[src/rtl/duty_slew_limiter.sv]
// Duty-cycle slew limiter between filter_fsm and a pwm_generator: ramps toward the requested duty in bounded
// steps at a fixed tick rate, drops to zero at once on estop, and waits out a restart hold-off before ramping again.
module duty_slew_limiter #(
   parameter int WIDTH         = 8,
   parameter int TICK_DIV      = 50_000,
   parameter int STEP          = 4,
   parameter int RESTART_TICKS = 500
) (
   input  logic             clk,
   input  logic             reset,
   input  logic [WIDTH-1:0] target_duty,
   input  logic             estop,
   output logic [WIDTH-1:0] duty_out,
   output logic             at_target,
   output logic             estopped
);

   localparam int TW = $clog2(TICK_DIV);
   localparam int HW = $clog2(RESTART_TICKS + 1);

   localparam logic [TW-1:0]    TICK_LAST = TW'(TICK_DIV - 1);
   localparam logic [HW-1:0]    HOLD_LAST = HW'(RESTART_TICKS - 1);
   localparam logic [WIDTH:0]   STEP_W    = (WIDTH + 1)'(STEP);
   localparam logic [WIDTH-1:0] STEP_N    = WIDTH'(STEP);

   typedef enum logic [1:0] {
      IDLE,
      RAMP,
      HOLD
   } state_t;

   state_t           r_state;
   logic [WIDTH-1:0] r_duty;
   logic [TW-1:0]    r_tick_cnt;
   logic [HW-1:0]    r_hold_cnt;
   logic             r_at_target;
   logic             r_estopped;

   state_t           w_state_next;
   logic [WIDTH-1:0] w_duty_next;
   logic [TW-1:0]    w_tick_next;
   logic [HW-1:0]    w_hold_next;

   logic             w_tick;
   logic [TW-1:0]    w_tick_adv;
   logic [WIDTH:0]   w_diff;
   logic             w_down;
   logic [WIDTH:0]   w_abs_diff;
   logic [WIDTH-1:0] w_stepped;

   assign w_tick     = (r_tick_cnt == TICK_LAST);
   assign w_tick_adv = w_tick ? '0 : r_tick_cnt + TW'(1);

   // Difference is taken one bit wider so its sign bit tells the ramp direction; when the remaining
   // distance fits in one step we land on the target exactly, so the output can neither overshoot nor wrap.
   assign w_diff     = {1'b0, target_duty} - {1'b0, r_duty};
   assign w_down     = w_diff[WIDTH];
   assign w_abs_diff = w_down ? (~w_diff + (WIDTH + 1)'(1)) : w_diff;
   assign w_stepped  = (w_abs_diff > STEP_W) ? (w_down ? r_duty - STEP_N : r_duty + STEP_N)
                                             : target_duty;

   always_comb begin
      w_state_next = r_state;
      w_duty_next  = r_duty;
      w_tick_next  = r_tick_cnt;
      w_hold_next  = r_hold_cnt;
      case (r_state)
         IDLE: begin
            w_tick_next = '0;
            if (estop) begin
               w_state_next = HOLD;
               w_duty_next  = '0;
               w_hold_next  = '0;
            end else if (target_duty != r_duty) begin
               w_state_next = RAMP;
            end
         end
         RAMP: begin
            if (estop) begin
               w_state_next = HOLD;
               w_duty_next  = '0;
               w_tick_next  = '0;
               w_hold_next  = '0;
            end else if (w_tick) begin
               w_duty_next = w_stepped;
               w_tick_next = '0;
               if (w_stepped == target_duty) begin
                  w_state_next = IDLE;
               end
            end else if (target_duty == r_duty) begin
               w_state_next = IDLE;
               w_tick_next  = '0;
            end else begin
               w_tick_next = w_tick_adv;
            end
         end
         HOLD: begin
            w_duty_next = '0;
            if (estop) begin
               w_hold_next = '0;
               w_tick_next = '0;
            end else begin
               w_tick_next = w_tick_adv;
               if (w_tick) begin
                  if (r_hold_cnt == HOLD_LAST) begin
                     w_state_next = (target_duty != '0) ? RAMP : IDLE;
                     w_tick_next  = '0;
                     w_hold_next  = '0;
                  end else begin
                     w_hold_next = r_hold_cnt + HW'(1);
                  end
               end
            end
         end
         default: begin
            w_state_next = IDLE;
            w_duty_next  = '0;
            w_tick_next  = '0;
            w_hold_next  = '0;
         end
      endcase
   end

   // Status flags are decoded from the next state so they change on the same edge as the state itself.
   always_ff @(posedge clk) begin
      if (!reset) begin
         r_state     <= IDLE;
         r_duty      <= '0;
         r_tick_cnt  <= '0;
         r_hold_cnt  <= '0;
         r_at_target <= 1'b1;
         r_estopped  <= 1'b0;
      end else begin
         r_state     <= w_state_next;
         r_duty      <= w_duty_next;
         r_tick_cnt  <= w_tick_next;
         r_hold_cnt  <= w_hold_next;
         r_at_target <= (w_state_next == IDLE);
         r_estopped  <= (w_state_next == HOLD);
      end
   end

   assign duty_out  = r_duty;
   assign at_target = r_at_target;
   assign estopped  = r_estopped;

endmodule

[config.mk]
export PLATFORM = sky130hd
export DESIGN_NAME = duty_slew_limiter
export DESIGN_NICKNAME = d
export VERILOG_FILES = /design/src/rtl/duty_slew_limiter.sv
export SDC_FILE = /design/constraint.sdc
export NUM_CORES = 1
export LEC_CHECK = 0
export BUFFER_PORTS_ARGS = -buffer_cell sky130_fd_sc_hd__buf_2
export CORE_ASPECT_RATIO = 0.9
export CORE_MARGIN = 2
export CORE_UTILIZATION = 25
export CTS_CLUSTER_DIAMETER = 80
export DETAILED_ROUTE_END_ITERATION = 10
export PLACE_DENSITY = 0.38
export SLEW_MARGIN = 10
export SYNTH_ARGS = -nofsm -noshare
export SYNTH_HDL_FRONTEND = slang
export SYNTH_SLANG_ARGS = --single-unit
[constraint.sdc]
create_clock -name clk -period 4.1 [get_ports clk]
set_input_delay 0.205 -clock clk [delete_from_list [all_inputs] [get_ports clk]]
set_output_delay 0.205 -clock clk [all_outputs]
set_load 0.03 [all_outputs]
# Yosys cells after proc, flatten, opt, wreduce, memory -nomap -nowiden
# Cells that the tools add are included.
# word_totals
reg_bits	37
in_bits	11
elab_cells	63
out_inout_bits	10
# op_classes
eq_ne	12
mux	31
bitwise	1
reduce_logical	6
addsub	6
magnitude_cmp	1
# ops
operator	n
$mux W16	7
$mux W9	5
$mux W8	5
$pmux W16 S2	1
$add A9 B1 Y9 const B	2
$mux W2	9
$pmux W9 S2	1
$add A16 B1 Y16 const B	1
$eq A16 B16 Y1 const B	1
$eq A8 B8 Y1	2
$pmux W8 S2	1
$eq A9 B9 Y1 const B	1
$gt A9 B3 Y1 const B	1
$not A9 Y9	1
$sub A8 B8 Y9	1
$add A8 B3 Y8 const B	1
$ne A8 B8 Y1	1
$reduce_bool A8 Y1	1
$sub A8 B3 Y8 const B	1
$ne A3 B3 Y1 const B	2
$pmux W2 S3	1
$eq A2 B2 Y1 const B	2
$logic_not A2 Y1	2
$reduce_and A2 Y1	2
5 further kinds	5

# Longest topological paths before layout
# Gate-level depths: netlist (run 1).
# depth
ltp_word	12
ltp_mapped	16
depth_no_buf	16

# Least setup slack after synthesis (run 1)
# OpenSTA, ideal clock, no wires.
# synth_timing
path_type	reg2reg
startpoint	register r_duty[0], in the netlist duty_out[0]
endpoint	register r_at_target, in the netlist at_target
required_time_ns	3.985
path_stages_with_launch	15
period_less_slack_ns	3.696
t_arrival_ns	3.581
setup_ns	0.115
path_slack_ns	0.404
path_buffers	0
path_cell_list	dfxtp_1 ha_1 fa_1 nand2b_1 a211oi_1 nor3_4 fa_1 a21o_1 a21oi_1 xnor2_1 o2111a_1 nand4bb_1 nand3b_1 o41a_1 o21ba_1
# synth_via
elab_chain_len	12
word_cells_on_any_way	20
classes_between	add/sub: 4; order compare: 1; eq/ne: 3; mux: 10; bitwise: 1; reduce/logical: 1
# synth_rtl
item	line	text
start: declaration	33	logic [WIDTH-1:0] r_duty;
start signal: assignment	135	r_duty <= w_duty_next;
$sub A8 B8 Y9	56	assign w_diff = {1'b0, target_duty} - {1'b0, r_duty};
$not A9 Y9	58	assign w_abs_diff = w_down ? (~w_diff + (WIDTH + 1)'(1)) : w_diff;
$add A9 B1 Y9	58	
$mux W9	58	
$gt A9 B3 Y1	59	assign w_stepped = (w_abs_diff > STEP_W) ? (w_down ? r_duty - STEP_N : r_duty + STEP_N)
$mux W8	59	
$eq A8 B8 Y1	87	if (w_stepped == target_duty) begin
$mux W2	87	
$mux W2	84	end else if (w_tick) begin
$mux W2	79	if (estop) begin
$pmux W2 S3 *	67	case (r_state)
$logic_not A2 Y1 *	138	r_at_target <= (w_state_next == IDLE);
end signal: assignment	138	
end: declaration	36	logic r_at_target;
# Every way passes the cells marked *; elsewhere a longest branch is shown, timed or not.
# A chain may end at the register's enable or synchronous reset.

# Final worst setup path (run 1)
# Ends and elaborated chain as after synthesis.

==> impl_metrics.toml, run 1 <==
[outcome]
status = "completed"

[die]
fp.dieW_microns = 111.5
die_area_sq_um = 11230
core_area_sq_um = 10200
rows = 35
io-pin-count = 21
fp.dieH_microns = 100.7
initial_core_util_pct = 25.48

[placed_design]
place_area_sq_um = 2864
place_congestion = 0.8369
placedCellCount = 462
place_ws_ns = 0.2381
numPortBuffers = 20
hpwl_microns = 4955

[timing]
period_minus_slack_ns = 3.846
max_freq_ghz = 0.2600
finalCritPeriodShare_pct = 93.80
relSlewSlack_pct = 47.77
finalSetupTns_ns = 0
worstMarginPinSlew_ns = 0.7774
rsz0062_at_grt = "no"
final_hold_viol_count = 0
layout_setup_ws_ns = 0.2544
final_max_slew_viol_count = 0
setup_violations = 0
clock_skew_ns = 0.005345

[finish]
n_antenna_cell = 0
final_net_count = 376
fin_area_sq_um = 3064
multi_input_area_sq_um = 1763
seqCellArea_sq_um = 740.7
final_cell_count_no_fill = 475
drive_above_1_share_pct = 13.87
synthToLayoutAreaGrowth_pct = 17.85
fill_cells = 1107

[detailed_routing]
drc = 0
routed_via_density = 4.829
wl_microns = 6425
vias = 2294
dr.first_iter.drc_count = 90
final_antenna_net_count = 0
dr.pass1.iters = 4
detail_route.wl_per_cell_microns = 13.53

[pwr]
p_leak_uw = 0.001163
p_per_area_nw_per_um2 = 314.0
peakVddDrop_mv = 0.1419

[yosys]
synth_nets = 345
avgSynthCellArea_sq_um = 8.280
syn_inst = 314
synth_edf_count = 0
ys.flop_type = "dfxtp_1"
synth_cell_type_count = 57
synth.cell_area_sq_um = 2600
ys_warn_count = 0
ys_ff_latch = 37
async_flop_share_pct = 0
seq_area_frac_synth_pct = 28.49

[cts]
clock_latency_ns = 0.28
cts_tree = "built"
clockBufferDepth = 2
hold_buffers = 0
htreeDepth = 2
path_clk_slew_ns = 0.06
cts_sinks = 37
cts_buffers = 5
cts.root.buffer_cell = "clkbuf_16"

[global_routing]
grt_first_pass_wirelength_microns = 10910
grt_start_max_net_pins = 17
grtUsageMet2_pct = 16.37
antenna_found_initial = 0
grtUsageMet3_pct = 2.826
met1_usage_pct = 18.48
grt_most_used_layer = "met1"
first_global_vias = 2158
grt_use_total_pct = 11.93
grt_overflow = 0

[setup_path]
crit_path_start_kind = "register"
critical_path_class = "reg2reg"
cp.arrival_ns = 4.02
cp_max_fo = 7
cp_data_required_time_ns = 4.27
end_kind = "register"

[flow_run]
maxCapViolations = 0

[min_path]
hold_class = "in2reg"
## what timing repair did
action / CTS / global route
endpoints found under the hold margin: 0 / 0
resized for setup: 0 / 2
setup endpoints to repair: 0 / 4
buffers inserted: 0 / 5
## cells by family after synthesis
family	Yosys count	share of synthesized area, %
adders and majority gates	20	10.20
AOI/OAI and AO/OA	55	14.58
muxes	7	2.695
and+or+nand+nor	132	27.19
buffers and inverters	26	4.090
xor gates and xnor gates	37	12.75
DFF	37	28.49
## area by class of cell
class | count | share of cell area (%)
clock inverters | 2 | 0.4492
repair buffers | 29 | 5.472
inverters | 21 | 2.572
clock buffers | 6 | 4.532
flip-flops and latches | 37 | 24.17
multi-input cells | 251 | 57.53
well taps | 129 | 5.267
## flip-flops by register name (all words and copies together), names as in the netlist
signal,cells
r_tick_cnt,16
at_target,1
duty_out,8
r_state,2
r_hold_cnt,9
estopped,1
## cells in the mapped netlist (3+ instances only)
| master | n | area share, % |
|---|---|---|
| nor2_1 | 43 | 6.2 |
| dfxtp_1 | 37 | 28 |
| nand2_1 | 22 | 3.2 |
| xor2_1 | 22 | 7.4 |
| inv_1 | 21 | 3.0 |
| ha_1 | 18 | 8.7 |
| a21oi_1 | 15 | 2.9 |
| xnor2_1 | 14 | 4.7 |
| nand4_1 | 12 | 2.9 |
| nand3_1 | 11 | 2.1 |
| o21ai_0 | 9 | 1.7 |
| mux2i_1 | 7 | 2.7 |
| nor4_1 | 7 | 1.7 |
| nor3b_1 | 6 | 1.7 |
| and3_1 | 5 | 1.2 |
| a31oi_1 | 4 | 0.96 |
| nor3_1 | 4 | 0.77 |
| a211oi_1 | 3 | 0.87 |
| a21o_1 | 3 | 0.87 |
| clkbuf_1 | 3 | 0.43 |
| nand2b_1 | 3 | 0.72 |
| nand4b_1 | 3 | 1.0 |
| or3_1 | 3 | 0.72 |
## critical path: stages, from the launching register on
cell	delay, ns
dfxtp_1	0.35
ha_1	0.22
fa_1	0.40
nand2b_1	0.21
a211oi_2	0.29
nor3_4	0.09
buf_4	0.15
fa_1	0.38
a21o_1	0.19
a21oi_1	0.24
xnor2_1	0.12
o2111a_1	0.26
nand4bb_1	0.10
nand3b_1	0.13
o41a_1	0.42
o21ba_1	0.18
## layer usage
metal	share of wire, %	vias to the layer above
met4	1.1	0
met5	0	-
li1	-	1186
met1	56	1060
met2	38	42
met3	4.8	6
## report_power, final
group          internal, uW  switching, uW
registers               367           5.97
clock network           242            149
logic                  76.9            122
total                   685            277
## placed cells by master, fill, tap and decap left out, types with 3 or more instances in the layout
cell        n
nor3b_1     6
ha_1       18
a21oi_1    15
buf_2      20
nand2b_1    3
nand2_1    22
mux2i_1     7
nand3_1    11
and3_1      5
clkbuf_16   5
dfxtp_1    37
xor2_1     22
nand4b_1    3
inv_1      21
xnor2_1    14
nor3_1      4
buf_4       9
nand4_1    12
a21o_1      3
nor4_1      7
nor2_1     43
o21ai_0     9
a31oi_1     4
or3_1       3
## worst paths after layout
check                           cells after the start                       end  slack (ns)                startpoint
worst max register to register                     15      at_target$_SDFF_PN1_        0.25  duty_out[0]$_SDFFE_PN0P_
worst min-delay path                                3  duty_out[7]$_SDFFE_PN0P_        0.30            target_duty[7]
worst min register to register                      1  r_tick_cnt[0]$_SDFF_PN0_        0.45  r_tick_cnt[0]$_SDFF_PN0_
worst max-delay path                               15      at_target$_SDFF_PN1_        0.25  duty_out[0]$_SDFFE_PN0P_
## metrics by stage
step           power (uW)  utilization [%]  hold slack [ns]
6_report            962.1            30.03           0.2972
3_3_place_gp        573.1            28.07           0.4411
5_1_grt              1014            30.03           0.3293
3_5_place_dp        570.5            28.07           0.4476
2_1_floorplan       522.2                -           0.3930
4_1_cts             968.4            29.56           0.2948
Power figures use the tool's default switching activity.
==> run 2: changes to the inputs <==
Settings changed: RECOVER_POWER from default to 100.
==> impl_metrics.toml, run 2 (same netlist as run 1, synthesis figures left out) <==
[outcome]
status = "completed"

[detailed_routing]
drc = 0
detail_route.wl_per_cell_microns = 13.53
dr.first_iter.drc_count = 87
final_antenna_net_count = 0
routed_via_density = 4.851
wl_microns = 6425
dr.pass1.iters = 4
vias = 2304

[global_routing]
antenna_found_initial = 0
grt_start_max_net_pins = 17
first_global_vias = 2158
grt_overflow = 0
grt_use_total_pct = 11.93
grt_first_pass_wirelength_microns = 10910

[cts]
hold_buffers = 0
cts.root.buffer_cell = "clkbuf_16"
cts_tree = "built"
clock_latency_ns = 0.28
htreeDepth = 2
clockBufferDepth = 2
path_clk_slew_ns = 0.06
cts_sinks = 37
cts_buffers = 5

[setup_path]
cp-endpoint = "at_target$_SDFF_PN1_"
ff2ff_path_depth = 15
critical_path_class = "reg2reg"
crit_path_start_kind = "register"
worstReg2RegStart = "duty_out[0]$_SDFFE_PN0P_"
cp-startpoint = "duty_out[0]$_SDFFE_PN0P_"
cp.arrival_ns = 4.02
cp_data_required_time_ns = 4.27
reg2reg_slack_ns = 0.25
end_kind = "register"
r2r-end = "at_target$_SDFF_PN1_"
cp_max_fo = 7

[timing]
final_max_slew_viol_count = 0
finalSetupTns_ns = 0
period_minus_slack_ns = 3.847
rsz0062_at_grt = "no"
worstMarginPinSlew_ns = 0.9268
relSlewSlack_pct = 37.56
setup_violations = 0
final_hold_viol_count = 0
max_freq_ghz = 0.2599
finalCritPeriodShare_pct = 93.84
layout_setup_ws_ns = 0.2526
clock_skew_ns = 0.005344

[finish]
n_antenna_cell = 0
fin_area_sq_um = 3048
drive_above_1_share_pct = 10.69
final_cell_count_no_fill = 475
fin_util_pct = 29.87
layout_common_cells = "nor2_1, dfxtp_1, nand2_1, xor2_1, inv_1"
final_net_count = 376
layout_commonest_cell = "nor2_1"
fill_cells = 1113
synthToLayoutAreaGrowth_pct = 17.23
largest_register_ffs = 16
top_register = "r_tick_cnt"

[die]
fp.dieH_microns = 100.7
rows = 35
io-pin-count = 21
initial_core_util_pct = 25.48
die_area_sq_um = 11230
core_area_sq_um = 10200
fp.dieW_microns = 111.5

[placed_design]
placedCellCount = 462
place_congestion = 0.8369
hpwl_microns = 4955
place_area_sq_um = 2864
numPortBuffers = 20
place_ws_ns = 0.2381

[pwr]
p_per_area_nw_per_um2 = 315.4
p_leak_uw = 0.001118
peakVddDrop_mv = 0.1426

[flow_run]
maxCapViolations = 0

[min_path]
hold_class = "in2reg"
==> run 2: stage by stage <==
stage	power (uW)	hold WS (ns)
6_report	961.5	0.2964
5_1_grt	1013	0.3293
4_1_cts	968.4	0.2948
3_5_place_dp	570.5	0.4476
3_3_place_gp	573.1	0.4411
2_1_floorplan	522.2	0.3930
==> run 2: area by class of cell <==
class | instances | area, sq um | share of cell area [%]
Multi-Input combinational cell | 251 | 1763 | 57.84
Sequential cell | 37 | 740.7 | 24.30
Tap cell | 129 | 161.4 | 5.296
Timing Repair Buffer | 29 | 151.4 | 4.967
Clock buffer | 6 | 138.9 | 4.557
Inverter | 21 | 78.83 | 2.586
Clock inverter | 2 | 13.76 | 0.4516
==> run 2: report_power, final <==
part / switching [uW] / internal, uW
clock: 150 / 242
combinational: 122 / 75.3
sequential: 6.04 / 367
total: 278 / 684
==> run 2: worst min-delay path by stage <==
stage	start	depth (start not counted)	endpoint
after floorplan	target_duty[3]	2	duty_out[3]$_SDFFE_PN0P_
after global routing	target_duty[2]	3	duty_out[2]$_SDFFE_PN0P_
final	target_duty[7]	3	duty_out[7]$_SDFFE_PN0P_
after detailed placement	r_tick_cnt[0]$_SDFF_PN0_	1	r_tick_cnt[0]$_SDFF_PN0_
after global placement	r_tick_cnt[0]$_SDFF_PN0_	1	r_tick_cnt[0]$_SDFF_PN0_
after CTS	target_duty[2]	3	duty_out[2]$_SDFFE_PN0P_
==> run 2: metal layers <==
metal	track usage, %	part of all wire (%)
met1	18.48	56
met3	2.826	5.0
met4	2.849	1.3
met2	16.37	38
met5	0	0
==> run 2: what timing repair did <==
item                                    4_1_cts  5_1_grt
buffers inserted                              0        5
endpoints found under the setup margin        0        4
resized for setup                             0        2
==> run 2: worst max-delay path, stage by stage, from the launching register on <==
cell	delay, ns
dfxtp_1	0.35
ha_1	0.22
fa_1	0.40
nand2b_1	0.21
a211oi_2	0.29
nor3_4	0.10
buf_4	0.15
fa_1	0.38
a21o_1	0.19
a21oi_1	0.24
xnor2_1	0.12
o2111a_1	0.26
nand4bb_1	0.10
nand3b_1	0.13
o41a_1	0.42
o21ba_1	0.18
==> run 3: changes to the inputs <==
Settings changed: CTS_BUF_LIST from default to sky130_fd_sc_hd__clkbuf_16.
==> impl_metrics.toml, run 3 (same netlist as run 1, synthesis figures left out) <==
[global_routing]
antenna_found_initial = 0
first_global_vias = 2158
grt_first_pass_wirelength_microns = 10910
grt_use_total_pct = 11.93
grt_start_max_net_pins = 17
grt_overflow = 0

[finish]
n_antenna_cell = 0
top_register = "r_tick_cnt"
drive_above_1_share_pct = 10.40
synthToLayoutAreaGrowth_pct = 16.84
final_net_count = 376
multi_input_area_sq_um = 1763
layout_commonest_cell = "nor2_1"
seqCellArea_sq_um = 740.7
fill_cells = 1114
largest_register_ffs = 16
fin_area_sq_um = 3038
layout_common_cells = "nor2_1, dfxtp_1, nand2_1, xor2_1, inv_1"

[pwr]
peakVddDrop_mv = 0.1415
p_per_area_nw_per_um2 = 310.1
finalPower_uw = 942.0
p_leak_uw = 0.001112

[setup_path]
cp_max_fo = 7
cp.arrival_ns = 4.02
crit_path_start_kind = "register"
critical_path_class = "reg2reg"
end_kind = "register"
cp_data_required_time_ns = 4.27

[timing]
relSlewSlack_pct = 37.56
max_freq_ghz = 0.2599
rsz0062_at_grt = "no"
final_max_slew_viol_count = 0
worstMarginPinSlew_ns = 0.9268
period_minus_slack_ns = 3.848
finalSetupTns_ns = 0
finalCritPeriodShare_pct = 93.86
final_hold_viol_count = 0
setup_violations = 0
clock_skew_ns = 0.005344

[placed_design]
hpwl_microns = 4955
place_area_sq_um = 2864
place_congestion = 0.8369
numPortBuffers = 20

[die]
initial_core_util_pct = 25.48
fp.dieH_microns = 100.7
core_area_sq_um = 10200
fp.dieW_microns = 111.5
die_area_sq_um = 11230
rows = 35
io-pin-count = 21

[cts]
clockBufferDepth = 2
cts_tree = "built"
cts_sinks = 37
htreeDepth = 2
path_clk_slew_ns = 0.06
cts_buffers = 5
cts.root.buffer_cell = "clkbuf_16"
clock_latency_ns = 0.28

[detailed_routing]
wl_microns = 6424
wl_met3_microns = 324
dr.first_iter.drc_count = 87
detail_route.wl_per_cell_microns = 13.52
dr.pass1.iters = 4
highest_layer = "met4"
drt-met1-wl_microns = 3580
vias = 2304
final_antenna_net_count = 0
routed_via_density = 4.851
drc = 0
route.met2.wl_microns = 2439

[min_path]
hold_class = "in2reg"

[flow_run]
maxCapViolations = 0

[outcome]
status = "completed"
## run 3: cell types whose count changed in the layout (fill, tap and decap cells not counted)
| cell | previous run | this run |
|---|---|---|
| clkinv_1 | 0 | 1 |
| clkbuf_8 | 1 | 0 |
## run 3: layout make-up
cell class              instances  area share [%]
multi-input cells             251           58.03
flip-flops and latches         37           24.38
well taps                     129           5.313
repair buffers                 29           4.984
clock buffers                   5           4.119
inverters                      21           2.595
clock inverters                 3          0.5766
## run 3: metrics by stage
step	std cells	hold WS [ns]	worst slack, ns	utilization, %
2_1_floorplan	314	0.3930	0.4041	-
3_3_place_gp	462	0.4411	0.3013	28.07
3_5_place_dp	462	0.4476	0.2381	28.07
4_1_cts	470	0.2948	0.2299	29.47
5_1_grt	475	0.3293	0.001683	29.77
6_report	475	0.2972	0.2517	29.77
## run 3: final timing paths
kind | startpoint | endpoint | slack (ns) | cells past startpoint
setup / recovery | duty_out[0]$_SDFFE_PN0P_ | at_target$_SDFF_PN1_ | 0.25 | 15
setup reg to reg | duty_out[0]$_SDFFE_PN0P_ | at_target$_SDFF_PN1_ | 0.25 | 15
hold reg to reg | r_tick_cnt[0]$_SDFF_PN0_ | r_tick_cnt[0]$_SDFF_PN0_ | 0.45 | 1
hold / removal | target_duty[7] | duty_out[7]$_SDFFE_PN0P_ | 0.30 | 3
## run 3: per-layer routing
layer / vias to the layer above / global-route usage (%)
li1: 1185 / -
met1: 1061 / 18.48
met2: 49 / 16.37
met3: 9 / 2.826
met4: 0 / 2.849
met5: - / 0
## run 3: power by group
group | internal [uW] | switching (uW) | leakage (uW)
registers | 367 | 6.04 | 0.000299
clock network | 223 | 149 | 0.0000712
logic | 75.3 | 122 | 0.000742
total | 665 | 277 | 0.00111
## run 3: repair_timing
action / 4_1_cts / 5_1_grt
buffers inserted: 0 / 5
hold buffers: 0 / 0
endpoints found under the setup margin: 0 / 4
gates resized for setup: 0 / 2
## run 3: worst max-delay path, cell delays in order (launching register included)
cell and delay [ns]:
dfxtp_1 0.35, ha_1 0.22, fa_1 0.40, nand2b_1 0.21
a211oi_2 0.29, nor3_4 0.10, buf_4 0.15, fa_1 0.38
a21o_1 0.19, a21oi_1 0.24, xnor2_1 0.12, o2111a_1 0.26
nand4bb_1 0.10, nand3b_1 0.13, o41a_1 0.42, o21ba_1 0.18
